--- config.mk ---
export PLATFORM = sky130hd
export DESIGN_NAME = csr_gpio_flat
export DESIGN_NICKNAME = d
export VERILOG_FILES = /design/src/rtl/csr_pkg.sv /design/src/rtl/csr_gpio_if.sv /design/src/rtl/gpio_sync_edge.sv /design/src/rtl/csr_gpio.sv /design/src/flat_wrapper.sv
export SDC_FILE = /design/constraint.sdc
export NUM_CORES = 1
export LEC_CHECK = 0
export CELL_PAD_IN_SITES_DETAIL_PLACEMENT = 0
export CELL_PAD_IN_SITES_GLOBAL_PLACEMENT = 1
export CORE_AREA = 2 2 79 156
export DETAILED_ROUTE_END_ITERATION = 12
export DIE_AREA = 0 0 81 158
export GPL_ROUTABILITY_DRIVEN = 0
export PLACE_DENSITY_LB_ADDON = 0.1
export SLEW_MARGIN = 20
export SYNTH_ARGS = -nofsm -noshare
export SYNTH_HDL_FRONTEND = slang
export SYNTH_HIERARCHICAL = 1
export SYNTH_SLANG_ARGS = --single-unit
--- constraint.sdc ---
create_clock -name clk -period 3.3 [get_ports clk]
set_clock_uncertainty 0.15 [all_clocks]
set_input_delay 0.495 -clock clk [delete_from_list [all_inputs] [get_ports clk]]
set_output_delay 0.495 -clock clk [all_outputs]
set_load 0.05 [all_outputs]
--- src/rtl/csr_pkg.sv ---
// Shared CSR-bus definitions: modify-op encodings, GPIO register offsets and
// the read-modify-write helper used by every CSR peripheral.
package csr_pkg;

    typedef enum logic [2:0] {
        CSR_NONE  = 3'b000,
        CSR_WRITE = 3'b001,
        CSR_SET   = 3'b010,
        CSR_CLEAR = 3'b011
    } csr_op_e;

    localparam logic [11:0] GPIO_OUT   = 12'd0;
    localparam logic [11:0] GPIO_DIR   = 12'd1;
    localparam logic [11:0] GPIO_IN    = 12'd2;
    localparam logic [11:0] GPIO_RISE  = 12'd3;
    localparam logic [11:0] GPIO_FALL  = 12'd4;
    localparam logic [11:0] GPIO_IE    = 12'd5;
    localparam logic [11:0] GPIO_NREGS = 12'd6;

    // Ops with bit 2 set (and CSR_NONE) leave the register untouched.
    function automatic logic [31:0] csr_apply(input logic [31:0] cur,
                                              input logic [31:0] wdata,
                                              input logic [2:0]  op);
        case (op)
            CSR_WRITE: return wdata;
            CSR_SET:   return cur | wdata;
            CSR_CLEAR: return cur & ~wdata;
            default:   return cur;
        endcase
    endfunction

endpackage

--- src/rtl/csr_gpio_if.sv ---
// Pipeline CSR bus as seen by one peripheral; rdata/valid from several
// peripherals are OR-combined upstream.
interface csr_gpio_if;
    logic        read;
    logic [2:0]  modify;
    logic [31:0] wdata;
    logic [11:0] addr;
    logic [31:0] rdata;
    logic        valid;

    modport master (
        output read, modify, wdata, addr,
        input  rdata, valid
    );

    modport slave (
        input  read, modify, wdata, addr,
        output rdata, valid
    );
endinterface

--- src/rtl/gpio_sync_edge.sv ---
// Two-flop pad synchronizer plus edge detector; edges are suppressed for the
// first three cycles after reset so pads already high do not look like rises.
module gpio_sync_edge #(
    parameter int COUNT = 8
) (
    input  logic             clk,
    input  logic             rstn,
    input  logic [COUNT-1:0] pins_in,
    output logic [COUNT-1:0] sync,
    output logic [COUNT-1:0] rise,
    output logic [COUNT-1:0] fall
);

    logic [COUNT-1:0] sync1_reg;
    logic [COUNT-1:0] sync2_reg;
    logic [COUNT-1:0] prev_reg;
    logic [1:0]       arm_cnt_reg;
    logic             armed;

    assign armed = (arm_cnt_reg == 2'd3);

    always_ff @(posedge clk) begin
        if (!rstn) begin
            sync1_reg   <= '0;
            sync2_reg   <= '0;
            prev_reg    <= '0;
            arm_cnt_reg <= 2'd0;
        end else begin
            sync1_reg <= pins_in;
            sync2_reg <= sync1_reg;
            prev_reg  <= sync2_reg;
            if (!armed) begin
                arm_cnt_reg <= arm_cnt_reg + 2'd1;
            end
        end
    end

    assign sync = sync2_reg;

    for (genvar gi = 0; gi < COUNT; gi++) begin : g_edge
        assign rise[gi] = armed &  sync2_reg[gi] & ~prev_reg[gi];
        assign fall[gi] = armed & ~sync2_reg[gi] &  prev_reg[gi];
    end

endmodule

--- src/rtl/csr_gpio.sv ---
// COUNT-line bidirectional GPIO on the CSR bus: OUT/DIR registers, synchronized
// inputs, sticky rise/fall pending flags and a registered level interrupt.
module csr_gpio
    import csr_pkg::*;
#(
    parameter logic [11:0] BASE_ADDR = 12'hbc1,
    parameter int          COUNT     = 8,
    parameter logic [31:0] RESET_OUT = 32'h81,
    parameter logic [31:0] RESET_DIR = 32'hFF
) (
    input  logic             clk,
    input  logic             rstn,
    csr_gpio_if.slave        bus,
    input  logic [COUNT-1:0] pins_in,
    output logic [COUNT-1:0] pins_out,
    output logic [COUNT-1:0] pins_oe,
    output logic             irq
);

    logic [COUNT-1:0] out_reg,  out_next;
    logic [COUNT-1:0] dir_reg,  dir_next;
    logic [COUNT-1:0] rise_reg, rise_next;
    logic [COUNT-1:0] fall_reg, fall_next;
    logic [COUNT-1:0] ie_reg,   ie_next;
    logic [31:0]      rdata_reg;
    logic             valid_reg;
    logic             irq_reg;

    logic [COUNT-1:0] sync_in, rise_det, fall_det;
    logic [11:0]      offset;
    logic             hit;
    logic [31:0]      cur_val, new_val;
    logic [COUNT-1:0] new_bits;
    logic             sel_out, sel_dir, sel_rise, sel_fall, sel_ie;
    logic [COUNT-1:0] rise_clr, fall_clr;
    logic             unused_bits;

    gpio_sync_edge #(
        .COUNT (COUNT)
    ) u_sync_edge (
        .clk     (clk),
        .rstn    (rstn),
        .pins_in (pins_in),
        .sync    (sync_in),
        .rise    (rise_det),
        .fall    (fall_det)
    );

    // Unsigned wrap makes addresses below BASE_ADDR land far above the map.
    assign offset = bus.addr - BASE_ADDR;
    assign hit    = (offset < GPIO_NREGS);

    always_comb begin
        cur_val = '0;
        if (hit) begin
            case (offset)
                GPIO_OUT:  cur_val[COUNT-1:0] = out_reg;
                GPIO_DIR:  cur_val[COUNT-1:0] = dir_reg;
                GPIO_IN:   cur_val[COUNT-1:0] = sync_in;
                GPIO_RISE: cur_val[COUNT-1:0] = rise_reg;
                GPIO_FALL: cur_val[COUNT-1:0] = fall_reg;
                GPIO_IE:   cur_val[COUNT-1:0] = ie_reg;
                default:   cur_val = '0;
            endcase
        end
    end

    assign new_val  = csr_apply(cur_val, bus.wdata, bus.modify);
    assign new_bits = new_val[COUNT-1:0];

    assign sel_out  = hit && (offset == GPIO_OUT);
    assign sel_dir  = hit && (offset == GPIO_DIR);
    assign sel_rise = hit && (offset == GPIO_RISE);
    assign sel_fall = hit && (offset == GPIO_FALL);
    assign sel_ie   = hit && (offset == GPIO_IE);

    assign out_next = sel_out ? new_bits : out_reg;
    assign dir_next = sel_dir ? new_bits : dir_reg;
    assign ie_next  = sel_ie  ? new_bits : ie_reg;

    // Pending flags only respond to the clear op; write/set are dropped.
    assign rise_clr = (sel_rise && (bus.modify == CSR_CLEAR)) ? bus.wdata[COUNT-1:0] : '0;
    assign fall_clr = (sel_fall && (bus.modify == CSR_CLEAR)) ? bus.wdata[COUNT-1:0] : '0;

    // A hardware edge in the same cycle as a software clear keeps the bit set.
    for (genvar gi = 0; gi < COUNT; gi++) begin : g_pending
        assign rise_next[gi] = rise_det[gi] | (rise_reg[gi] & ~rise_clr[gi]);
        assign fall_next[gi] = fall_det[gi] | (fall_reg[gi] & ~fall_clr[gi]);
    end

    always_ff @(posedge clk) begin
        if (!rstn) begin
            out_reg   <= RESET_OUT[COUNT-1:0];
            dir_reg   <= RESET_DIR[COUNT-1:0];
            rise_reg  <= '0;
            fall_reg  <= '0;
            ie_reg    <= '0;
            rdata_reg <= '0;
            valid_reg <= 1'b0;
            irq_reg   <= 1'b0;
        end else begin
            out_reg   <= out_next;
            dir_reg   <= dir_next;
            rise_reg  <= rise_next;
            fall_reg  <= fall_next;
            ie_reg    <= ie_next;
            rdata_reg <= cur_val;
            valid_reg <= hit;
            irq_reg   <= |((rise_reg | fall_reg) & ie_reg);
        end
    end

    assign bus.rdata = rdata_reg;
    assign bus.valid = valid_reg;
    assign pins_out  = out_reg;
    assign pins_oe   = dir_reg;
    assign irq       = irq_reg;

    // The read strobe is informational only; decode is purely on addr.
    assign unused_bits = ^{bus.read, new_val};

endmodule
--- src/flat_wrapper.sv ---
// flat-port wrapper written by rule: the top's interface ports become plain ports
module csr_gpio_flat import csr_pkg::*;
#(
    parameter logic [11:0] BASE_ADDR = 12'hbc1,
    parameter int          COUNT     = 8,
    parameter logic [31:0] RESET_OUT = 32'h81,
    parameter logic [31:0] RESET_DIR = 32'hFF
)
  (clk, rstn, pins_in, pins_out, pins_oe, irq, bus_read, bus_modify, bus_wdata, bus_addr, bus_rdata, bus_valid);
  csr_gpio_if bus_i ();
  input  logic clk;
  input  logic rstn;
  input  logic [COUNT-1:0] pins_in;
  output logic [COUNT-1:0] pins_out;
  output logic [COUNT-1:0] pins_oe;
  output logic irq;
  input wire logic [$bits(bus_i.read)-1:0] bus_read;
  input wire logic [$bits(bus_i.modify)-1:0] bus_modify;
  input wire logic [$bits(bus_i.wdata)-1:0] bus_wdata;
  input wire logic [$bits(bus_i.addr)-1:0] bus_addr;
  output wire logic [$bits(bus_i.rdata)-1:0] bus_rdata;
  output wire logic [$bits(bus_i.valid)-1:0] bus_valid;
  assign bus_i.read = bus_read;
  assign bus_i.modify = bus_modify;
  assign bus_i.wdata = bus_wdata;
  assign bus_i.addr = bus_addr;
  assign bus_rdata = bus_i.rdata;
  assign bus_valid = bus_i.valid;
  csr_gpio #(.BASE_ADDR(BASE_ADDR), .COUNT(COUNT), .RESET_OUT(RESET_OUT), .RESET_DIR(RESET_DIR)) u_core (.clk(clk), .rstn(rstn), .bus(bus_i), .pins_in(pins_in), .pins_out(pins_out), .pins_oe(pins_oe), .irq(irq));
endmodule
==> results.sh, run 1 <==
export IMPL_synth_main_ff_cell="sky130_fd_sc_hd__dfxtp_1"
export IMPL_tightest_slew_ns=0.600
export IMPL_maximum_number_of_pins_on_one_net_before_global_route_repair=58
export IMPL_num_fill_cells=1214
export IMPL_synth_area_sq_mm=0.00396
export IMPL_cpPeakStageDelay_ns=0.55
export IMPL_ctsHtreeMaxLevel=3
export IMPL_antenna_found_initial=0
export IMPL_count_of_routing_violations_after_the_opening_detailed_route_iteration=321
export IMPL_maximum_vdd_ir_drop_mv=0.389
export IMPL_end_kind="register"
export IMPL_filler_free_cell_count_of_the_finished_design=723
export IMPL_hold_violations_final=0
export IMPL_clock_transition_time_at_the_flip_flop_clock_pins_of_the_worst_setup_and_hold_paths_ns=0.06
export IMPL_dr_pass1_iters=5
export IMPL_timing_critical_path_cells="clkdlybuf4s50_1, or4_4, or4_4, a32o_2, buf_4, or4_1, buf_4, nor2_1"
export IMPL_total_global_route_track_usage_pct=19.6
export IMPL_cts_root_buf="sky130_fd_sc_hd__clkbuf_16"
export IMPL_worst_endpoint_required_ns=3.42
export IMPL_clock_latency_ns=0.33
export IMPL_switching_share_pct=25.3
export IMPL_synth_warnings=6
export IMPL_timing_max_transition_violations_final=0
export IMPL_power_density_mw_per_mm2=462
export IMPL_class_of_the_most_critical_setup_path="primary input to register"
export IMPL_placement_io_buffers=58
export IMPL_drc=0
export IMPL_grt_pass1_vias=3517
export IMPL_timing_final_crit_period_ns=3.22
export IMPL_core_sq_mm=0.0116
export IMPL_power_share_combinational_pct=15.0
export IMPL_place_worst_setup_slack_ns=-0.437
export IMPL_grt_pass1_wl_mm=18.5
export IMPL_globalRouteOverflowTotal=0
export IMPL_final_wirelength_mm=12.4
export IMPL_post_cts_hold_buffer_count=0
export IMPL_drtAntennaViolNets=0
export IMPL_initial_core_util_pct=34.1
export IMPL_cts_root_to_sink_buffers=2
export IMPL_asr_flop_ratio_synth_pct=0
export IMPL_layout_area_seq_sq_mm=0.00152
export IMPL_die_height_um=158
export IMPL_rel_slew_slack_pct=60.0
export IMPL_synth_yosys_seq_area_share_pct=38.4
export IMPL_post_route_period_util_pct=97.5
export IMPL_tritoncts="done"
export IMPL_post_route_cells_drive_above_1_share_pct=18.7
export IMPL_design_power_total_uw=2470
export IMPL_finalSetupTns_ns=0
export IMPL_ioPinCount=108
export IMPL_leakage_uw=0.00210
export IMPL_multi_input_area_sq_mm=0.00214
export IMPL_critPathSlowestCell="sky130_fd_sc_hd__or4_4"
export IMPL_run_status="complete, no violations"
export IMPL_max_cap_violations=0
export IMPL_num_nets_final=636
export IMPL_dieWidth_um=81
export IMPL_synthesis_area_per_instance_sq_um=8.38
export IMPL_clock_sinks=76
export IMPL_syn_inst=473
export IMPL_numPlacedInstances=705
export IMPL_critical_path_launch_point_type="primary input"
export IMPL_count_of_flip_flops_with_a_built_in_enable_after_synthesis=0
export IMPL_setup_viol_count_final=0
export IMPL_std_cell_rows=56
export IMPL_power_report_internal_total_uw=1840
export IMPL_wire_per_inst_um=17.1
export IMPL_cp_arrival_ns=3.33
export IMPL_diodes=0
export IMPL_synth_seq_cells=76
export IMPL_detailroute_via_count=3824
export IMPL_seq_power_share_pct=38.5
export IMPL_setup_ws_ns=0.0815
export IMPL_tritoncts_num_buffers=9
export IMPL_p_switching_uw=624
export IMPL_hp_class="register to register"
export IMPL_viasPerCell=5.29
export IMPL_area_growth_syn_to_layout_pct=35.0
export IMPL_timing_critical_path_fanout_max=10
export IMPL_clock_power_share_pct=46.5
export IMPL_max_freq_ghz=0.311
export IMPL_ys_types=51
export IMPL_place_detailed_hpwl_mm=9.57
export IMPL_dieArea_sq_mm=0.0128
==> per-layer routing <==
layer	GRT usage (%)	up-vias	share of wire (%)
met2	35.8	133	54
met3	3.14	28	4.2
met4	10.8	0	4.2
li1	-	1876	-
met1	20.6	1787	37
met5	0	-	0
==> synthesized netlist by cell type, types with 4 or more instances <==
library cell / instances / area share, %
sky130_fd_sc_hd__dfxtp_1: 76 / 38
sky130_fd_sc_hd__o21ai_0: 38 / 4.8
sky130_fd_sc_hd__nand2_1: 35 / 3.3
sky130_fd_sc_hd__nor2_1: 32 / 3.0
sky130_fd_sc_hd__inv_1: 26 / 2.5
sky130_fd_sc_hd__buf_4: 24 / 4.5
sky130_fd_sc_hd__a31oi_1: 22 / 3.5
sky130_fd_sc_hd__clkbuf_1: 19 / 1.8
sky130_fd_sc_hd__and2_1: 15 / 2.4
sky130_fd_sc_hd__and2_2: 15 / 2.8
sky130_fd_sc_hd__a22oi_1: 14 / 2.7
sky130_fd_sc_hd__nand3_1: 14 / 1.8
sky130_fd_sc_hd__a21oi_1: 12 / 1.5
sky130_fd_sc_hd__a211oi_1: 9 / 1.7
sky130_fd_sc_hd__nor4_1: 9 / 1.4
sky130_fd_sc_hd__o22ai_1: 9 / 1.4
sky130_fd_sc_hd__and3_1: 8 / 1.3
sky130_fd_sc_hd__and3b_1: 8 / 1.8
sky130_fd_sc_hd__a221oi_1: 6 / 1.3
sky130_fd_sc_hd__nor2b_1: 6 / 0.95
sky130_fd_sc_hd__nor3_1: 6 / 0.76
sky130_fd_sc_hd__ha_1: 5 / 1.6
sky130_fd_sc_hd__mux2i_1: 5 / 1.3
sky130_fd_sc_hd__nand4_1: 5 / 0.79
sky130_fd_sc_hd__or4_1: 5 / 0.95
sky130_fd_sc_hd__a221o_1: 4 / 1.0
sky130_fd_sc_hd__a32oi_1: 4 / 0.88
sky130_fd_sc_hd__buf_6: 4 / 1.1
==> worst max-delay path: cells and delay by family <==
| kind | cells | cell delay (ns) |
|---|---|---|
| simple gates | 4 | 1.71 |
| buf+inv | 3 | 0.81 |
| compound gates | 1 | 0.32 |
==> stage by stage <==
step           utilization, %  hold WS, ns  cell area (sq um)
6_report                 46.0        0.280               5350
5_1_grt                  46.0        0.301               5350
4_1_cts                  45.6        0.286               5300
3_5_place_dp             42.5        0.271               4940
3_3_place_gp             42.5        0.264               4940
2_1_floorplan               -        0.262               4050
==> power by group through the flow <==
stage	clock [uW]	sequential [uW]	combinational (uW)
floorplan	0	967	244
global placement	0	968	361
detailed placement	0	970	364
CTS	1180	949	366
global route	1210	952	399
finish	1150	949	371
==> repair_timing <==
action                                  in CTS  in global routing
pin swaps                                    0                  5
resized for setup                            2                  8
buffers inserted                             0                  2
endpoints found under the setup margin      24                 49
endpoints found under the hold margin        0                  0
==> cell families (layout without fill, tap and decap cells) <==
| kind of cell | count (synthesis) | in the layout | synth area share, % |
|---|---|---|---|
| AND/OR/NAND/NOR | 172 | 172 | 24.8 |
| AO/OA/AOI/OAI | 130 | 130 | 21.7 |
| buffers and inverters | 78 | 160 | 10.7 |
| flip-flops | 76 | 76 | 38.4 |
| multiplexers | 7 | 7 | 1.83 |
| adder cells (fa/ha/maj) | 5 | 5 | 1.58 |
| XOR/XNOR | 4 | 4 | 0.884 |
| other | 1 | 24 | 0.0946 |
==> placed cells by master (no fill, tap or decap), types with 21 or more instances in the layout <==
master,instances
sky130_fd_sc_hd__a31oi_1,21
sky130_fd_sc_hd__buf_4,57
sky130_fd_sc_hd__clkdlybuf4s50_1,58
sky130_fd_sc_hd__conb_1,24
sky130_fd_sc_hd__dfxtp_1,76
sky130_fd_sc_hd__inv_1,26
sky130_fd_sc_hd__nand2_1,35
sky130_fd_sc_hd__nor2_1,31
sky130_fd_sc_hd__o21ai_0,38
==> worst paths after layout <==
path,from,end,slack [ns],cells past startpoint
setup / recovery,bus_addr[0],u_core/bus.rdata[6]$_SDFF_PN0_,0.08,8
hold reg to reg,u_core/u_sync_edge/sync1_reg[6]$_SDFF_PN0_,u_core/u_sync_edge/sync[6]$_SDFF_PN0_,0.28,1
hold / removal,u_core/u_sync_edge/sync1_reg[6]$_SDFF_PN0_,u_core/u_sync_edge/sync[6]$_SDFF_PN0_,0.28,1
setup reg to reg,u_core/pins_oe[0]$_SDFFE_PN1P_,u_core/pins_oe[0]$_SDFFE_PN1P_,1.26,6
==> area by class of cell <==
class | instances | area share, %
multi-input cells | 342 | 40.1
well taps | 145 | 3.39
inverters | 27 | 1.90
repair buffers | 117 | 19.6
flip-flops and latches | 76 | 28.5
clock inverters | 5 | 2.01
clock buffers | 11 | 4.54
Power figures use the tool's default switching activity.
==> inputs of run 2 (changes only) <==
--- a/config.mk
+++ b/config.mk
@@ -12,6 +12,7 @@
 export DIE_AREA = 0 0 81 158
 export GPL_ROUTABILITY_DRIVEN = 0
 export PLACE_DENSITY_LB_ADDON = 0.1
+export RECOVER_POWER = 100
 export SLEW_MARGIN = 20
 export SYNTH_ARGS = -nofsm -noshare
 export SYNTH_HDL_FRONTEND = slang
==> run 2 against run 1 <==
Sequential cell count did not move. Total power rose by 0.14%. Core utilization is 0.26 points lower. Combinational power is essentially flat. Fmax is 0.69% lower. Largest power group unchanged. Clock-buffer cell count stayed put. Sequential share of layout area rose by 0.16 points. Global-route usage unchanged.
==> results.sh, run 2 (same netlist as run 1, synthesis figures left out) <==
export IMPL_std_cell_rows=56
export IMPL_timing_critical_path_fanout_max=8
export IMPL_r2r_worst_path_cells=6
export IMPL_worstHoldEndpoint="u_core/u_sync_edge/sync[6]$_SDFF_PN0_"
export IMPL_commonest_non_fill_non_tap_cells_in_the_layout="sky130_fd_sc_hd__dfxtp_1 (76), sky130_fd_sc_hd__buf_4 (55), sky130_fd_sc_hd__o21ai_0 (38)"
export IMPL_power_share_combinational_pct=15.0
export IMPL_holdWs_ns=0.280
export IMPL_drtAntennaViolNets=0
export IMPL_drc=0
export IMPL_grt_pass1_wl_mm=18.5
export IMPL_fin_area_sq_mm=0.00532
export IMPL_clock_power_share_pct=46.6
export IMPL_setup_viol_count_final=0
export IMPL_timing_final_crit_period_ns=3.24
export IMPL_grt_pass1_vias=3517
export IMPL_filler_free_cell_count_of_the_finished_design=723
export IMPL_leakage_uw=0.00211
export IMPL_critical_path_launch_point_type="primary input"
export IMPL_met3_usage_in_global_routing_pct=3.14
export IMPL_globalRouteMet2Util_pct=35.8
export IMPL_end_kind="register"
export IMPL_dieArea_sq_mm=0.0128
export IMPL_numPlacedInstances=705
export IMPL_power_report_internal_total_uw=1840
export IMPL_placement_io_buffers=58
export IMPL_p_switching_uw=628
export IMPL_max_cap_violations=0
export IMPL_rrSetupSlack_ns=1.22
export IMPL_max_freq_ghz=0.309
export IMPL_initial_core_util_pct=34.1
export IMPL_ioPinCount=108
export IMPL_r2r_start="u_core/pins_oe[0]$_SDFFE_PN1P_"
export IMPL_power_density_mw_per_mm2=465
export IMPL_cts_root_to_sink_buffers=2
export IMPL_cp_arrival_ns=3.29
export IMPL_globalRouteOverflowTotal=0
export IMPL_cts_root_buf="sky130_fd_sc_hd__clkbuf_16"
export IMPL_tritoncts="done"
export IMPL_post_route_cells_drive_above_1_share_pct=18.5
export IMPL_tritoncts_num_buffers=9
export IMPL_seq_power_share_pct=38.4
export IMPL_ctsHtreeMaxLevel=3
export IMPL_hp_class="register to register"
export IMPL_grt_busiest_layer="met2"
export IMPL_maximum_number_of_pins_on_one_net_before_global_route_repair=58
export IMPL_worst_endpoint_required_ns=3.35
export IMPL_core_sq_mm=0.0116
export IMPL_clock_latency_ns=0.33
export IMPL_run_status="complete, no violations"
export IMPL_rr_endpoint="u_core/pins_out[0]$_SDFFE_PN1P_"
export IMPL_die_height_um=158
export IMPL_total_global_route_track_usage_pct=19.6
export IMPL_timing_max_transition_violations_final=0
export IMPL_post_route_period_util_pct=98.2
export IMPL_place_detailed_hpwl_mm=9.57
export IMPL_dr_pass1_iters=5
export IMPL_final_common_cell="sky130_fd_sc_hd__dfxtp_1"
export IMPL_viasPerCell=5.31
export IMPL_diodes=0
export IMPL_antenna_found_initial=0
export IMPL_hold_violations_final=0
export IMPL_maximum_vdd_ir_drop_mv=0.389
export IMPL_worst_hold_startpoint="u_core/u_sync_edge/sync1_reg[6]$_SDFF_PN0_"
export IMPL_dieWidth_um=81
export IMPL_rel_slew_slack_pct=59.8
export IMPL_min_delay_path_depth=1
export IMPL_class_of_the_most_critical_setup_path="primary input to register"
export IMPL_area_growth_syn_to_layout_pct=34.2
export IMPL_count_of_routing_violations_after_the_opening_detailed_route_iteration=303
export IMPL_clock_transition_time_at_the_flip_flop_clock_pins_of_the_worst_setup_and_hold_paths_ns=0.06
export IMPL_groute_layer_met1_usage_pct=20.6
export IMPL_clock_sinks=76
export IMPL_final_wirelength_mm=12.4
export IMPL_tightest_slew_ns=0.603
export IMPL_detailroute_via_count=3840
export IMPL_wire_per_inst_um=17.1
export IMPL_post_cts_hold_buffer_count=0
export IMPL_switching_share_pct=25.4
export IMPL_num_nets_final=636
export IMPL_detailed_place_area_sq_mm=0.00494
==> run 2: changes by cell type in the layout (fill, tap and decap cells not counted) <==
cell and delta:
sky130_fd_sc_hd__buf_4 -2, sky130_fd_sc_hd__clkbuf_1 +1, sky130_fd_sc_hd__clkdlybuf4s50_1 -27, sky130_fd_sc_hd__nor4_2 +1
sky130_fd_sc_hd__nor4_4 -1, sky130_fd_sc_hd__and2_0 +3, sky130_fd_sc_hd__and2_1 -3, sky130_fd_sc_hd__dlygate4sd3_1 +27
sky130_fd_sc_hd__buf_12 -1, sky130_fd_sc_hd__clkbuf_2 +2
==> run 2: worst max path at each step <==
stage                      from                              end  slack [ns]  depth (start not counted)
floorplan           bus_addr[0]    u_core/ie_reg[0]$_SDFFE_PN0P_        0.27                          7
global placement    bus_addr[0]    u_core/rise_reg[5]$_SDFF_PN0_       -0.47                         11
detailed placement  bus_addr[0]    u_core/rise_reg[5]$_SDFF_PN0_       -0.44                          8
CTS                 bus_addr[0]   u_core/pins_oe[7]$_SDFFE_PN1P_       0.003                          8
global route        bus_addr[0]  u_core/pins_out[1]$_SDFFE_PN0P_      -0.002                         13
finish              bus_addr[0]    u_core/fall_reg[4]$_SDFF_PN0_        0.06                          8
==> run 2: power by group through the flow <==
stage               clock network [uW]  logic (uW)  registers (uW)
global placement                     0         361             968
finish                            1150         370             949
detailed placement                   0         364             970
global route                      1210         398             952
floorplan                            0         244             967
CTS                               1180         366             949
==> run 2: repair_timing <==
action,in CTS,in global routing
gates resized for setup,2,8
setup endpoints to repair,24,49
setup buffers,0,2
pin swaps,0,5
==> run 2: layer usage <==
metal  vias up  wire, um
li1       1879         -
met1      1801      4590
met2       132      6710
met3        28       577
met4         0       512
met5         -         0
==> run 2: area by class of cell <==
cell class,instances,area (sq um)
clock buffers,11,243
clock inverters,5,108
fillers,1222,6310
inverters,27,101
multi-input cells,342,2140
flip-flops and latches,76,1520
well taps,145,181
repair buffers,117,1030
==> run 2: worst max-delay path, stage by stage <==
cell,delay [ns]
sky130_fd_sc_hd__clkdlybuf4s50_1,0.43
sky130_fd_sc_hd__or4_4,0.55
sky130_fd_sc_hd__or4_4,0.51
sky130_fd_sc_hd__a32o_2,0.32
sky130_fd_sc_hd__nor3_2,0.39
sky130_fd_sc_hd__and3_1,0.26
sky130_fd_sc_hd__clkbuf_2,0.23
sky130_fd_sc_hd__a31oi_1,0.11
==> run 2: per-stage QoR <==
stage | utilization, % | setup TNS, ns | total power, uW | setup WS, ns
after floorplan | - | 0 | 1210 | 0.275
after global placement | 42.5 | -15.53 | 1330 | -0.474
after detailed placement | 42.5 | -15.43 | 1330 | -0.437
after CTS | 45.6 | 0 | 2490 | 0.00316
after global routing | 45.7 | -0.00353 | 2560 | -0.00181
final | 45.7 | 0 | 2470 | 0.0592
